**src/rtl/fifo_rr_sched.sv**
```systemverilog
// Round-robin scheduler that drains NREQ upstream FIFOs into one valid/ready channel.
// Each grant moves up to BURST words and costs one idle arbitration cycle.
module fifo_rr_sched #(
    parameter int unsigned NREQ  = 4,
    parameter int unsigned WIDTH = 8,
    parameter int unsigned BURST = 4
) (
    input  logic                      clk,
    input  logic                      rst,
    input  logic [NREQ-1:0]           req_val,
    input  logic [NREQ*WIDTH-1:0]     req_dat,
    output logic [NREQ-1:0]           req_pop,
    input  logic [NREQ-1:0]           req_en,
    output logic                      out_val,
    output logic [WIDTH-1:0]          out_dat,
    output logic [$clog2(NREQ)-1:0]   out_src,
    input  logic                      out_rdy,
    output logic                      busy
);

    localparam int unsigned IW = $clog2(NREQ);
    localparam int unsigned BW = $clog2(BURST) + 1;

    localparam logic ST_IDLE  = 1'b0;
    localparam logic ST_GRANT = 1'b1;

    logic          state_q, state_d;
    logic [IW-1:0] gnt_q, gnt_d;
    logic [IW-1:0] last_q, last_d;
    logic [BW-1:0] beat_q, beat_d;

    logic [NREQ-1:0]  elig;
    logic             sel_found;
    logic [IW-1:0]    sel_idx;
    logic [IW-1:0]    cand;
    logic [WIDTH-1:0] dat_arr [NREQ];

    // Unpack the flat head-word bus so the granted word can be indexed directly.
    for (genvar i = 0; i < NREQ; i++) begin : g_unpack
        assign dat_arr[i] = req_dat[i*WIDTH +: WIDTH];
    end

    assign elig = req_val & req_en;

    // Pick the first eligible requester after the most recent grant, wrapping at NREQ.
    always_comb begin
        sel_found = 1'b0;
        sel_idx   = '0;
        cand      = last_q;
        for (int unsigned k = 0; k < NREQ; k++) begin
            cand = (cand == IW'(NREQ - 1)) ? '0 : cand + IW'(1);
            if (!sel_found && elig[cand]) begin
                sel_found = 1'b1;
                sel_idx   = cand;
            end
        end
    end

    // Output channel and pop strobe; out_val deliberately ignores out_rdy.
    always_comb begin
        out_val = 1'b0;
        out_dat = '0;
        out_src = '0;
        busy    = 1'b0;
        req_pop = '0;
        if (state_q == ST_GRANT) begin
            busy             = 1'b1;
            out_src          = gnt_q;
            out_val          = req_val[gnt_q];
            out_dat          = dat_arr[gnt_q];
            req_pop[gnt_q]   = req_val[gnt_q] & out_rdy;
        end
    end

    // Next-state logic for arbitration and burst counting.
    always_comb begin
        state_d = state_q;
        gnt_d   = gnt_q;
        last_d  = last_q;
        beat_d  = beat_q;
        case (state_q)
            ST_IDLE: begin
                if (sel_found) begin
                    gnt_d   = sel_idx;
                    last_d  = sel_idx;
                    beat_d  = '0;
                    state_d = ST_GRANT;
                end
            end
            default: begin
                if (!req_val[gnt_q]) begin
                    // FIFO drained before the burst finished: give up the grant early.
                    state_d = ST_IDLE;
                    beat_d  = '0;
                end else if (out_rdy) begin
                    if (beat_q == BW'(BURST - 1)) begin
                        state_d = ST_IDLE;
                        beat_d  = '0;
                    end else begin
                        beat_d = beat_q + BW'(1);
                    end
                end
            end
        endcase
    end

    // State registers with synchronous reset; last starts at NREQ-1 so requester 0 wins first.
    always_ff @(posedge clk) begin
        if (rst) begin
            state_q <= ST_IDLE;
            gnt_q   <= '0;
            last_q  <= IW'(NREQ - 1);
            beat_q  <= '0;
        end else begin
            state_q <= state_d;
            gnt_q   <= gnt_d;
            last_q  <= last_d;
            beat_q  <= beat_d;
        end
    end

endmodule

```
**config.mk**
```make
export PLATFORM = sky130hd
export DESIGN_NAME = fifo_rr_sched
export DESIGN_NICKNAME = d
export VERILOG_FILES = /design/src/rtl/fifo_rr_sched.sv
export SDC_FILE = /design/constraint.sdc
export NUM_CORES = 1
export LEC_CHECK = 0
export CORE_MARGIN = 3
export CORE_UTILIZATION = 35
export CTS_BUF_LIST = sky130_fd_sc_hd__clkbuf_4 sky130_fd_sc_hd__clkbuf_8
export CTS_CLUSTER_SIZE = 24
export DETAILED_ROUTE_END_ITERATION = 10
export PLACE_DENSITY = 0.82
export SLEW_MARGIN = 10
export SYNTH_ARGS = -nofsm -noshare
export SYNTH_HDL_FRONTEND = slang
export SYNTH_SLANG_ARGS = --single-unit
```
**constraint.sdc**
```tcl
create_clock -name clk -period 2.1 [get_ports clk]
set_input_delay 0.525 -clock clk [delete_from_list [all_inputs] [get_ports clk]]
set_output_delay 0.525 -clock clk [all_outputs]
set_load 0.01 [all_outputs]
```
==> results.md, run 1 <==
- The count of buffers added on input and output ports is 58.
- From synthesis to final layout, the design area changed by 87.2%.
- Sorting the synthesized cells by how often they occur yields sky130_fd_sc_hd__nand2_1 (11), sky130_fd_sc_hd__and2_1 (9), sky130_fd_sc_hd__dfxtp_1 (8), sky130_fd_sc_hd__mux4_2 (8), sky130_fd_sc_hd__a21oi_1 (7).
- Setup violations remaining at the end of the flow were counted as 0.
- The analysis attributes to cell leakage a power of 0.678 nW.
- The endpoint identified for the worst register-to-register timing path is gnt_q[0].
- Setup slack on the worst reg-to-reg path comes out at 0.47 ns.
- The core outline area is 2060 um^2.
- The number of H-tree branching levels is 1.
- At the placement stage, the worst setup path has a slack of -0.524 ns.
- The routed metal-1 wirelength is 1030 um.
- The number of buffers on the longest clock path is 2.
- The worst setup path is launched from a register.
- The top fanout value on the critical path is 5.
- The mapped cell area is slightly above 800 um^2.
- The maximum clock frequency is 482 MHz.
- In this run the top signal layer used is met4.
- The worst setup path is captured at a primary output.
- Summed over all layers, the global routing overflow is 0.
- The share of the clock period used by the worst path after layout is 98.7%.
- After clock tree synthesis, the setup repair step added 0 buffers.
- The via count of the first global-routing pass was 1008.
- In the synthesized netlist the dominant register cell turns out to be sky130_fd_sc_hd__dfxtp_1.
- In this run the vertical extent of the chip is 54.1 um.
- The area of the die is 2920 um^2.
- In the post-synthesis netlist, the biggest area contributors are sky130_fd_sc_hd__mux4_2 (22%), sky130_fd_sc_hd__dfxtp_1 (20%), sky130_fd_sc_hd__and2_1 (7.0%), sky130_fd_sc_hd__nand2_1 (5.1%), sky130_fd_sc_hd__a21oi_1 (4.3%).
- The initial antenna violation count is 0.
- Across the run, the number of max-cap violations was 0.
- The clock skew after layout is around 0.0093 ns.
- Measured in cells, the most critical reg-to-reg path has a length of 5.
- After legalization and detailed placement, the total HPWL measured 2490 um.
- The run finished with clean final reports.
- For this design the top-level I/O count stands at 59.
- Wires add up to ~3200 um.
- The final-report max-slew violation count came to 0.
- The count of cells in the finished layout, fillers not included, comes to 183.
- Once detail routing completed, the nets flagged for antenna violations numbered 0.
- The type of the most critical hold path is reg2reg.
- Measured against its own limit, the worst slew margin works out to 80.1%.
- Synthesis produced a netlist whose cell count is 85.
- Counting the buffers created by CTS gives 3.
- The design area is 1510 um^2.
- The critical path in this run is classified as reg2out.
- The via density per instance is 5.42.
- The sequential share of the synthesized area is 19.8%.
- The cell taking the most area after synthesis is sky130_fd_sc_hd__mux4_2.
- Setup repair after global routing could not meet its margin everywhere.
- In this run, placement finished with an instance count of 179.
- The clock latency of the later-clocked register in the worst-skew pair is 0.26 ns.
- The worst hold path cell count is 2.
- In this run the core area contains 16 standard-cell rows.
- Averaged over all synthesized cells, the footprint is 9.51 um^2.
- Clock tree synthesis found a total of 8 sinks.
- The first detailed-routing pass ran for 4 iterations.
- The startpoint of the worst hold path is last_q[1].
- The number of diodes is 0.
- Of all flip-flops after synthesis, the portion carrying an async set or reset was 0%.
- During synthesis, Yosys emitted a total of 0 warnings.
- The length of routed met2 wiring is 1550 um.
- At the end of the flow the core is filled with cells to 73.4%.
- The root buffer cell is sky130_fd_sc_hd__clkbuf_4.
- The final net count is ~200.
- The count of endpoints failing hold in the final timing report is 0.
- Across all layers, the routed design uses 991 vias.
- The routed wire length on met3 is 490 um.
- The worst path meets setup with 0.0273 ns of slack.
- The shortest period the worst path allows is slightly above 2 ns.
- Counting distinct cell types in the post-synthesis netlist gives 36.
- The first routing iteration left 17 violations.
- Of the cells placed in the final design, the portion with a size suffix greater than 1 is between 30% and 40%.
- Hold repair after CTS inserted 0 buffers.
- Entering global routing, the biggest net connects 13 pins.
- Counting every net in the synthesized netlist gives 130.
- The average wire per standard cell is 17.2 um.
- The launching point of the worst reg2reg path is last_q[0].
- The placed instances occupy a cell area of about 1500 um^2.
- The total routing usage reported by global routing is ~22%.
- TritonCTS built the clock tree.
- The clock-pin slew of the registers on the worst-case setup and hold paths is approximately 0.06 ns.
- The worst hold path terminates at last_q[1].
- The final weighted congestion of routability-driven global placement is 0.866.
- The count of flip-flops with a built-in enable after synthesis is 0.
- Of the post-synthesis cell area, the dominant cell type holds 22.3%.
- sky130_fd_sc_hd__nand2_1 is the most common cell in the netlist.
- In this run the power density over the cells is 450 nW/um^2.
- The global-route wire length before repair is roughly 4700 um.
- Across the VDD grid, the largest voltage drop is approximately 0.00052 V.
- The horizontal die dimension is 54.1 um.
- In the routed design, unresolved DRC markers number 0.
- The slew of the pin with the lowest slew margin is 0.298 ns.
- The number of synthesized register bits is 8.
- The required arrival time at the worst endpoint is 1.57 ns.
- For this configuration, the core starts out at a cell density of 39.2%.
- The endpoint arrival time on the critical path is 1.55 ns.
==> worst max-delay path by stage <==
stage	from	end	cells after the start	slack [ns]
after floorplan	gnt_q[0]	out_dat[0]	3	0.39
after global placement	req_dat[28]	out_dat[4]	4	-0.43
after detailed placement	req_dat[30]	out_dat[6]	4	-0.52
after CTS	gnt_q[0]	out_dat[4]	4	0.02
after global routing	gnt_q[0]	out_dat[6]	4	-0.03
final	gnt_q[0]	out_dat[7]	4	0.03
==> per-stage QoR <==
stage | hold slack [ns] | power (mW) | TNS [ns]
6_report | 0.472 | 0.681 | 0
5_1_grt | 0.499 | 0.733 | -0.150
4_1_cts | 0.474 | 0.667 | 0
3_5_place_dp | 0.459 | 0.561 | -5.44
3_3_place_gp | 0.456 | 0.545 | -5.04
2_1_floorplan | 0.442 | 0.369 | 0
==> timing repair <==
item / CTS / global route
endpoints found under the setup margin: 13 / 10
endpoints found under the hold margin: 0 / 0
gates resized for setup: 98 / 4
pin swaps: 8 / 0
gates cloned: 0 / 1
==> sequential cells by signal (all words and copies together), names as in the netlist <==
register  count
beat_q        3
gnt_q         2
last_q        2
state_q       1
==> worst max-delay path, stage by stage, from the launching register on <==
cell and delay [ns]:
sky130_fd_sc_hd__dfxtp_4 0.38, sky130_fd_sc_hd__buf_12 0.12, sky130_fd_sc_hd__mux4_2 0.51, sky130_fd_sc_hd__and2_4 0.16, sky130_fd_sc_hd__buf_6 0.11
==> report_power, final <==
group / leakage (nW) / switching [mW] / total (mW) / internal, mW
Combinational: 0.597 / 0.153 / 0.375 / 0.223
Sequential: 0.0664 / 0.0154 / 0.182 / 0.166
Clock: 0.0138 / 0.0584 / 0.124 / 0.0658
Total: 0.678 / 0.227 / 0.681 / 0.455
==> cell usage in the layout (no fill, tap or decap), drive strengths merged <==
| master | instances |
|---|---|
| a31o | 1 |
| mux2i | 1 |
| mux2 | 1 |
| buf | 27 |
| a32o | 1 |
| and4b | 1 |
| dlygate4sd2 | 34 |
| dfxtp | 8 |
| clkbuf | 4 |
| nor3 | 3 |
| o211a | 2 |
| nor2 | 1 |
| nand2b | 2 |
| nand2 | 12 |
| a211o | 2 |
| a211oi | 2 |
| a22oi | 1 |
| o32ai | 1 |
| nor3b | 1 |
| nor4bb | 1 |
| and2b | 1 |
| inv | 3 |
| nor4 | 1 |
| a31oi | 1 |
| clkdlybuf4s50 | 11 |
| a21oi | 8 |
| o211ai | 2 |
| o2bb2ai | 1 |
| and2 | 9 |
| mux4 | 8 |
| nand3 | 1 |
| ha | 2 |
| o21ai | 2 |
==> area by class of cell <==
class,count,area (um^2)
Tap cell,27,33.8
Sequential cell,8,164
Multi-Input combinational cell,69,641
Timing Repair Buffer,73,641
Clock buffer,3,22.5
Fill cell,160,549
Inverter,3,11.3
==> per-layer routing <==
metal	up-vias	global-route usage, %
li1	471	-
met1	449	23.4
met2	63	38.5
met3	8	8.03
met4	0	13.3
met5	-	0
==> kinds of logic (layout without fill, tap and decap cells) <==
logic type | Yosys count | after routing | share of synthesized area (%)
muxes | 10 | 10 | 25.9
buffers and inverters | 8 | 79 | 5.26
adders and majority gates | 2 | 2 | 3.10
AOI/OAI and AO/OA | 24 | 24 | 23.5
DFF | 8 | 8 | 19.8
and+or+nand+nor | 33 | 33 | 22.4
(Power assumes the default switching activity.)
==> run 2, diff against run 1 <==
--- a/config.mk
+++ b/config.mk
@@ -11,6 +11,7 @@
 export CTS_CLUSTER_SIZE = 24
 export DETAILED_ROUTE_END_ITERATION = 10
 export PLACE_DENSITY = 0.82
+export SKIP_CTS_REPAIR_TIMING = 1
 export SLEW_MARGIN = 10
 export SYNTH_ARGS = -nofsm -noshare
 export SYNTH_HDL_FRONTEND = slang
==> results.md, run 2 (same netlist as run 1, synthesis figures left out) <==
- The count of cells in the finished layout, fillers not included, comes to 183.
- The first TritonRoute pass finished after 4 iterations.
- The endpoint class of the critical path is a primary output.
- The clock latency of the later-clocked register in the worst-skew pair is 0.27 ns.
- The maximum clock frequency is 471 MHz.
- On the worst path, the slowest cell contributes a delay of between 0.5 and 0.6 ns.
- In this run the cell area measured after placement is 1510 um^2.
- The number of max-capacitance violations reported is 0.
- The root buffer cell is sky130_fd_sc_hd__clkbuf_4.
- The checks that failed: negative setup slack.
- After layout, the design draws a total of 721 uW.
- Once layout is done, the placed cells without fillers occupy 1670 um^2.
- The initial antenna violation count is 0.
- The launching element type of the critical path is a register.
- The detailed-route wire length is 3690 um.
- The final weighted congestion of routability-driven global placement is 0.866.
- The number of cells in the design after placement is about 180.
- The count of endpoints failing hold in the final timing report is 0.
- Relative to the synthesized area, the layout overhead comes to 106%.
- The floorplan has 16 rows.
- The end-of-flow core utilization is 80.9%.
- The first global-routing pass estimated 4540 um of wire.
- Traced cell by cell, the critical path runs through clkbuf_16 > mux4_2 > and2_4 > buf_6.
- The die is 54.1 um tall.
- The floorplan step set the die width to 54.1 um.
- The pin count of the biggest net entering global routing is 13.
- The fraction of final layout cells with drive strength greater than 1 is 35.3%.
- The highest-delay cell along the critical path is sky130_fd_sc_hd__mux4_2.
- The number of flip-flops in the largest register is 3.
- Across every metal layer, demand over resource in global routing totals 21.7%.
- The HPWL after detailed placement is 2490 um.
- At the worst endpoint, the required time is 1.57 ns.
- The startpoint of the worst hold path is last_q[1].
- The launching point of the worst reg2reg path is last_q[0].
- Buffers inserted during clock tree synthesis total 3.
- The share of the clock period used by the worst path after layout is 101%.
- The number of buffers on the longest clock path is 2.
- The area of the die is 2920 um^2.
- The region available for standard cell placement spans 2060 um^2.
- Of all nets on the critical path, the largest fanout is 5.
- The run finished, with violations left.
- The tightest min-delay check is of the reg2reg type.
- The count of nets left with antenna violations once routing finished came out at 0.
- Clock-pin slew was measured on the worst setup and hold paths at 0.06 ns.
- The worst setup slack after placement is -0.524 ns.
- The worst register-to-register path has a depth of 5.
- The worst flop-to-flop path endpoint is gnt_q[0].
- The initial core utilization is 39.2%.
- Power spread over the standard cell area amounts to 432 nW/um^2.
- The most flop-heavy register is beat_q.
- The type of the setup path with the least slack is reg2out.
- Across the routed clock network, the largest skew measured is roughly 0.0074 ns.
- At the worst endpoint, the arrival time is ~1.6 ns.
- The smallest clock period supported by the final layout is computed as between 2 and 2.5 ns.
- The leading cell type in the layout, fill and taps excluded is sky130_fd_sc_hd__dlymetal6s2s_1.
- The analysis attributes to cell leakage a power of 0.949 nW.
- In this run the tool buffered the top-level ports with 58 buffer cells.
- The post-route DRC violation count is 0.
- The worst voltage drop across the vdd grid is 0.000476 V.
- The total via count in the routed design is 1038.
- The path with the worst hold slack has its endpoint at last_q[1].
- The smallest setup slack after layout is -0.0218 ns.
- On the critical path the largest part of the delay comes from multiplexers.
- In this run the register-to-register setup slack is 0.42 ns.
- For the pin with the worst max-slew slack, the measured transition is between 0.3 and 0.4 ns.
- Setup repair after global routing could not meet its margin everywhere.
- The number of sinks on the clock net is 8.
- Setup violations remaining at the end of the flow were counted as 2.
- For this block, the initial DRC count from the detailed router was 43.
- Counting instances, the worst hold path has a depth of 2.
- The relative max-transition margin is 78.7%.
- The final-report max-slew violation count is 0.
- The total overflow left after global routing is 0.
- The final-layout worst hold slack is 0.474 ns.
- The top-level port count is between 50 and 60.
- The via count of the first global-routing pass is 980.
- CTS built an H-tree with a depth of 1.
- In the layout the commonest cells are sky130_fd_sc_hd__dlymetal6s2s_1 (33), sky130_fd_sc_hd__clkdlybuf4s50_1 (13), sky130_fd_sc_hd__buf_4 (13).
- Together, buffers and inverters on the worst path number 2.
- After detailed routing, the number of vias per cell comes to 5.67.
- The average wire per standard cell is a little over 20 um.
- The CTS tree is yes.
- The number of diodes is 0.
- In the final layout, the registers with the most flip-flops are beat_q x3, gnt_q x2, last_q x2.
- In the final design database the tool counted just over 200 nets.
- The final setup TNS is -0.0236 ns.
==> run 2: layer usage <==
metal	GRT usage (%)	vias to the layer above	part of all wire (%)
met1	23.2	477	39
met3	6.93	11	9.6
met5	0	-	0
li1	-	471	-
met2	38.3	79	49
met4	10.4	0	1.9
==> run 2: tightest hold or removal path, cell delays in order (launching register included) <==
cell                      delay [ns]
sky130_fd_sc_hd__dfxtp_1        0.33
sky130_fd_sc_hd__a21oi_1        0.06
sky130_fd_sc_hd__nand2_1        0.05
==> run 2: final cells by class <==
cell class                 instances  area [um^2]
clock buffer                       3         22.5
fill                             117          394
inverter                           3         11.3
multi-input combinational         69          653
sequential                         8          164
tap                               27         33.8
timing repair buffer              73          783
==> run 2: worst max-delay path by stage <==
stage / from / end / slack [ns] / cells past startpoint
final: gnt_q[0] / out_dat[0] / -0.02 / 4
after global routing: gnt_q[0] / out_dat[0] / -0.07 / 4
after CTS: req_dat[30] / out_dat[6] / -0.53 / 4
after detailed placement: req_dat[30] / out_dat[6] / -0.52 / 4
after global placement: req_dat[28] / out_dat[4] / -0.43 / 4
after floorplan: gnt_q[0] / out_dat[0] / 0.39 / 3
==> run 2: where the power goes <==
| part | switching [mW] | leakage, nW | total [mW] | internal [mW] |
|---|---|---|---|---|
| Combinational | 0.168 | 0.869 | 0.411 | 0.243 |
| Clock | 0.0612 | 0.0138 | 0.127 | 0.0660 |
| Sequential | 0.0164 | 0.0664 | 0.183 | 0.166 |
==> run 3, diff against run 2 <==
--- a/config.mk
+++ b/config.mk
@@ -5,6 +5,8 @@
 export SDC_FILE = /design/constraint.sdc
 export NUM_CORES = 1
 export LEC_CHECK = 0
+export CAP_MARGIN = 10
+export CORE_ASPECT_RATIO = 1.4
 export CORE_MARGIN = 3
 export CORE_UTILIZATION = 35
 export CTS_BUF_LIST = sky130_fd_sc_hd__clkbuf_4 sky130_fd_sc_hd__clkbuf_8
==> results.md, run 3 (same netlist as run 1, synthesis figures left out) <==
- The flow ran to the end, and the final reports show no timing, DRC or antenna violations.
- The floorplan step defined a die boundary enclosing 2930 um^2.
- The largest registers in the layout are beat_q x3, gnt_q x2, last_q x2.
- The pin count of the biggest net entering global routing is 15.
- For this run, the share of the core covered by cells in the final layout is 74.2%.
- For this run, design rule violations remaining after detail routing come to 0.
- Walking the worst path, the cells encountered are buf_12 > mux4_2 > and2_4 > buf_6.
- Cells with a size suffix above 1 make up 33.8% of the layout.
- Compared with the post-synthesis result, the final layout area differs by 99.8%.
- The detailed placement HPWL is approximately 2300 um.
- The worst path meets setup with ~0.042 ns of slack.
- Port buffering added 58 buffers.
- The clock skew after layout is about 0.0012 ns.
- The routed layout has 995 vias.
- Once the floorplan was initialized, standard cells occupied 37.1% of the core.
- The part of the power in the clock network is ~18%.
- The endpoint arrival time on the critical path is ~1.5 ns.
- The number of cells in the design after placement is 172.
- The finished cells cover 1620 um^2.
- The detailed-route wire length is 2880 um.
- The maximum clock frequency is 486 MHz.
- The gate family responsible for the most delay along the worst path is multiplexers.
- Global routing finished with a remaining overflow of 0.
- The placement row count is 20.
- The height of the die is about 63 um.
- The library cells used most frequently in the layout, excluding fill and tap cells, are sky130_fd_sc_hd__dlymetal6s2s_1 (35), sky130_fd_sc_hd__buf_4 (12), sky130_fd_sc_hd__clkdlybuf4s50_1 (11).
- After clock tree synthesis, the clock-pin slew on the worst setup and hold paths is around 0.060 ns.
- After layout, the worst path uses 98.0% of the clock period.
- STA classifies the critical path endpoint as a primary output.
- Internal power comes to 456 uW.
- The setup check on the worst reg-to-reg path leaves a slack of 0.42 ns.
- The final-report max-slew violation count was 0.
- The type of the setup path with the least slack is reg2out.
- The final net count is 201.
- The number of sinks on the clock net is 8.
- At the later pin of the worst-skew pair, clock insertion delay measures roughly 0.25 ns.
- The critical path runs through a total of 4 cells.
- The top-level port count is 59.
- The detailed router's first-iteration violation count is 17.
- The worst flop-to-flop path endpoint is gnt_q[0].
- In this run the worst setup path terminates at out_dat[5].
- The leakage component of the power is 0.941 nW.
- The proportion of power drawn by combinational gates is 55.2%.
- The shortest period the worst path allows is 2.06 ns.
- The number of buffers on the longest clock path is 2.
- The count of endpoints failing hold in the final timing report is 0.
- In the global route stage, overall resource usage came out at 19.2%.
- Before antenna repair, the detailed router went through 4 iterations.
- The CTS tree is yes.
- The design draws 678 uW.
- After detailed placement, the total cell area comes to 1480 um^2.
- The worst-case IR drop observed on VDD is 0.000455 V.
- The type of the most critical hold path is reg2reg.
- The via count of the first global-routing pass is 1043.
- On the worst path, the slowest cell contributes a delay of 0.51 ns.
- In the routed layout, each cell is associated on average with a via count of 5.65.
- The number of flip-flops in the largest register is 3.
- After floorplanning, the core was sized to cover between 2000 and 2500 um^2.
- The count of endpoints failing setup in the final report is 0.
- The number of diodes is 0.
- The net switching power is 222 uW.
- The cell sitting at the root of the clock tree is a sky130_fd_sc_hd__clkbuf_4.
- The number of buffers and inverters on the critical path is 2.
- The average wire per standard cell is 16.3 um.
- The top fanout value on the critical path is 8.
- The initial antenna violation count is 0.
- The worst setup path is launched from a register.
- In this run the remaining antenna-violating nets after routing total 0.
- Measured along the x axis, the die boundary spans 46.6 um.
- The slew of the pin with the lowest slew margin is between 0.3 and 0.4 ns.
- Routability-driven placement finished with a final weighted congestion of 0.838.
- The finished layout holds 176 standard cells, fillers aside.
- Across the run, the number of max-cap violations was 0.
- The worst setup slack after placement is -0.468 ns.
- The first global-routing pass estimated 4180 um of wire.
- The count of cells along the worst register-to-register path is 5.
- The number of H-tree branching levels is 1.
- Leaving out fill and tap cells, the most frequent cell in the layout is sky130_fd_sc_hd__dlymetal6s2s_1.
- In this run the worst setup path begins at gnt_q[0].
- The worst register-to-register path begins at last_q[0].
- The total clock buffers created by CTS is 3.
- The register with the most flip-flops in the final layout is beat_q.
- Among all stages on the critical path, the largest delay is contributed by sky130_fd_sc_hd__mux4_2.
- Data on the critical path is required at its endpoint by about 1.6 ns.
- The switching portion of total power is about a third.
- In this run the tightest slew margin relative to its limit is between 70% and 80%.
- The power share of the sequential group is 27.1%.
- The power per cell area is 420 nW/um^2.
## run 3: worst min-delay path by stage
| stage | endpoint | cells after the start | startpoint |
|---|---|---|---|
| after floorplan | last_q[1] | 2 | last_q[1] |
| after global routing | beat_q[2] | 1 | beat_q[2] |
| after detailed placement | last_q[1] | 2 | last_q[1] |
| after CTS | last_q[1] | 2 | last_q[1] |
| final | last_q[1] | 2 | last_q[1] |
| after global placement | beat_q[0] | 1 | beat_q[0] |
## run 3: power groups by stage
stage / Sequential [mW] / Clock, mW / Combinational (mW)
after CTS: 0.190 / 0.126 / 0.355
after detailed placement: 0.193 / 0 / 0.354
final: 0.184 / 0.120 / 0.374
after floorplan: 0.181 / 0 / 0.188
after global routing: 0.185 / 0.134 / 0.404
after global placement: 0.192 / 0 / 0.341
## run 3: layer usage
layer | GRT usage (%) | wire, um | vias to the layer above | share of wire, %
met1 | 16.4 | 938 | 467 | 33
met3 | 6.05 | 337 | 8 | 12
met5 | 0 | 0 | - | 0
li1 | - | - | 471 | -
met2 | 36.6 | 1530 | 49 | 53
met4 | 8.30 | 76 | 0 | 2.6
## run 3: layout make-up
type | count | area (um^2)
Fill cell | 165 | 562
Multi-Input combinational cell | 69 | 639
Sequential cell | 8 | 165
Inverter | 3 | 11.3
Clock buffer | 3 | 22.5
Timing Repair Buffer | 71 | 749
Tap cell | 22 | 27.5
## run 3: per-stage QoR
step	TNS, ns	hold slack, ns
after floorplan	0	0.442
after global placement	-5.19	0.460
after detailed placement	-5.55	0.464
after CTS	-7.28	0.479
after global routing	-0.00418	0.518
final	0	0.475
## run 3: worst reg2reg max path: cells and delay by family (launching register included)
family / cells / cell delay, ns
flops: 1 / 0.37
fa+ha+maj: 1 / 0.28
compound gates: 4 / 0.90
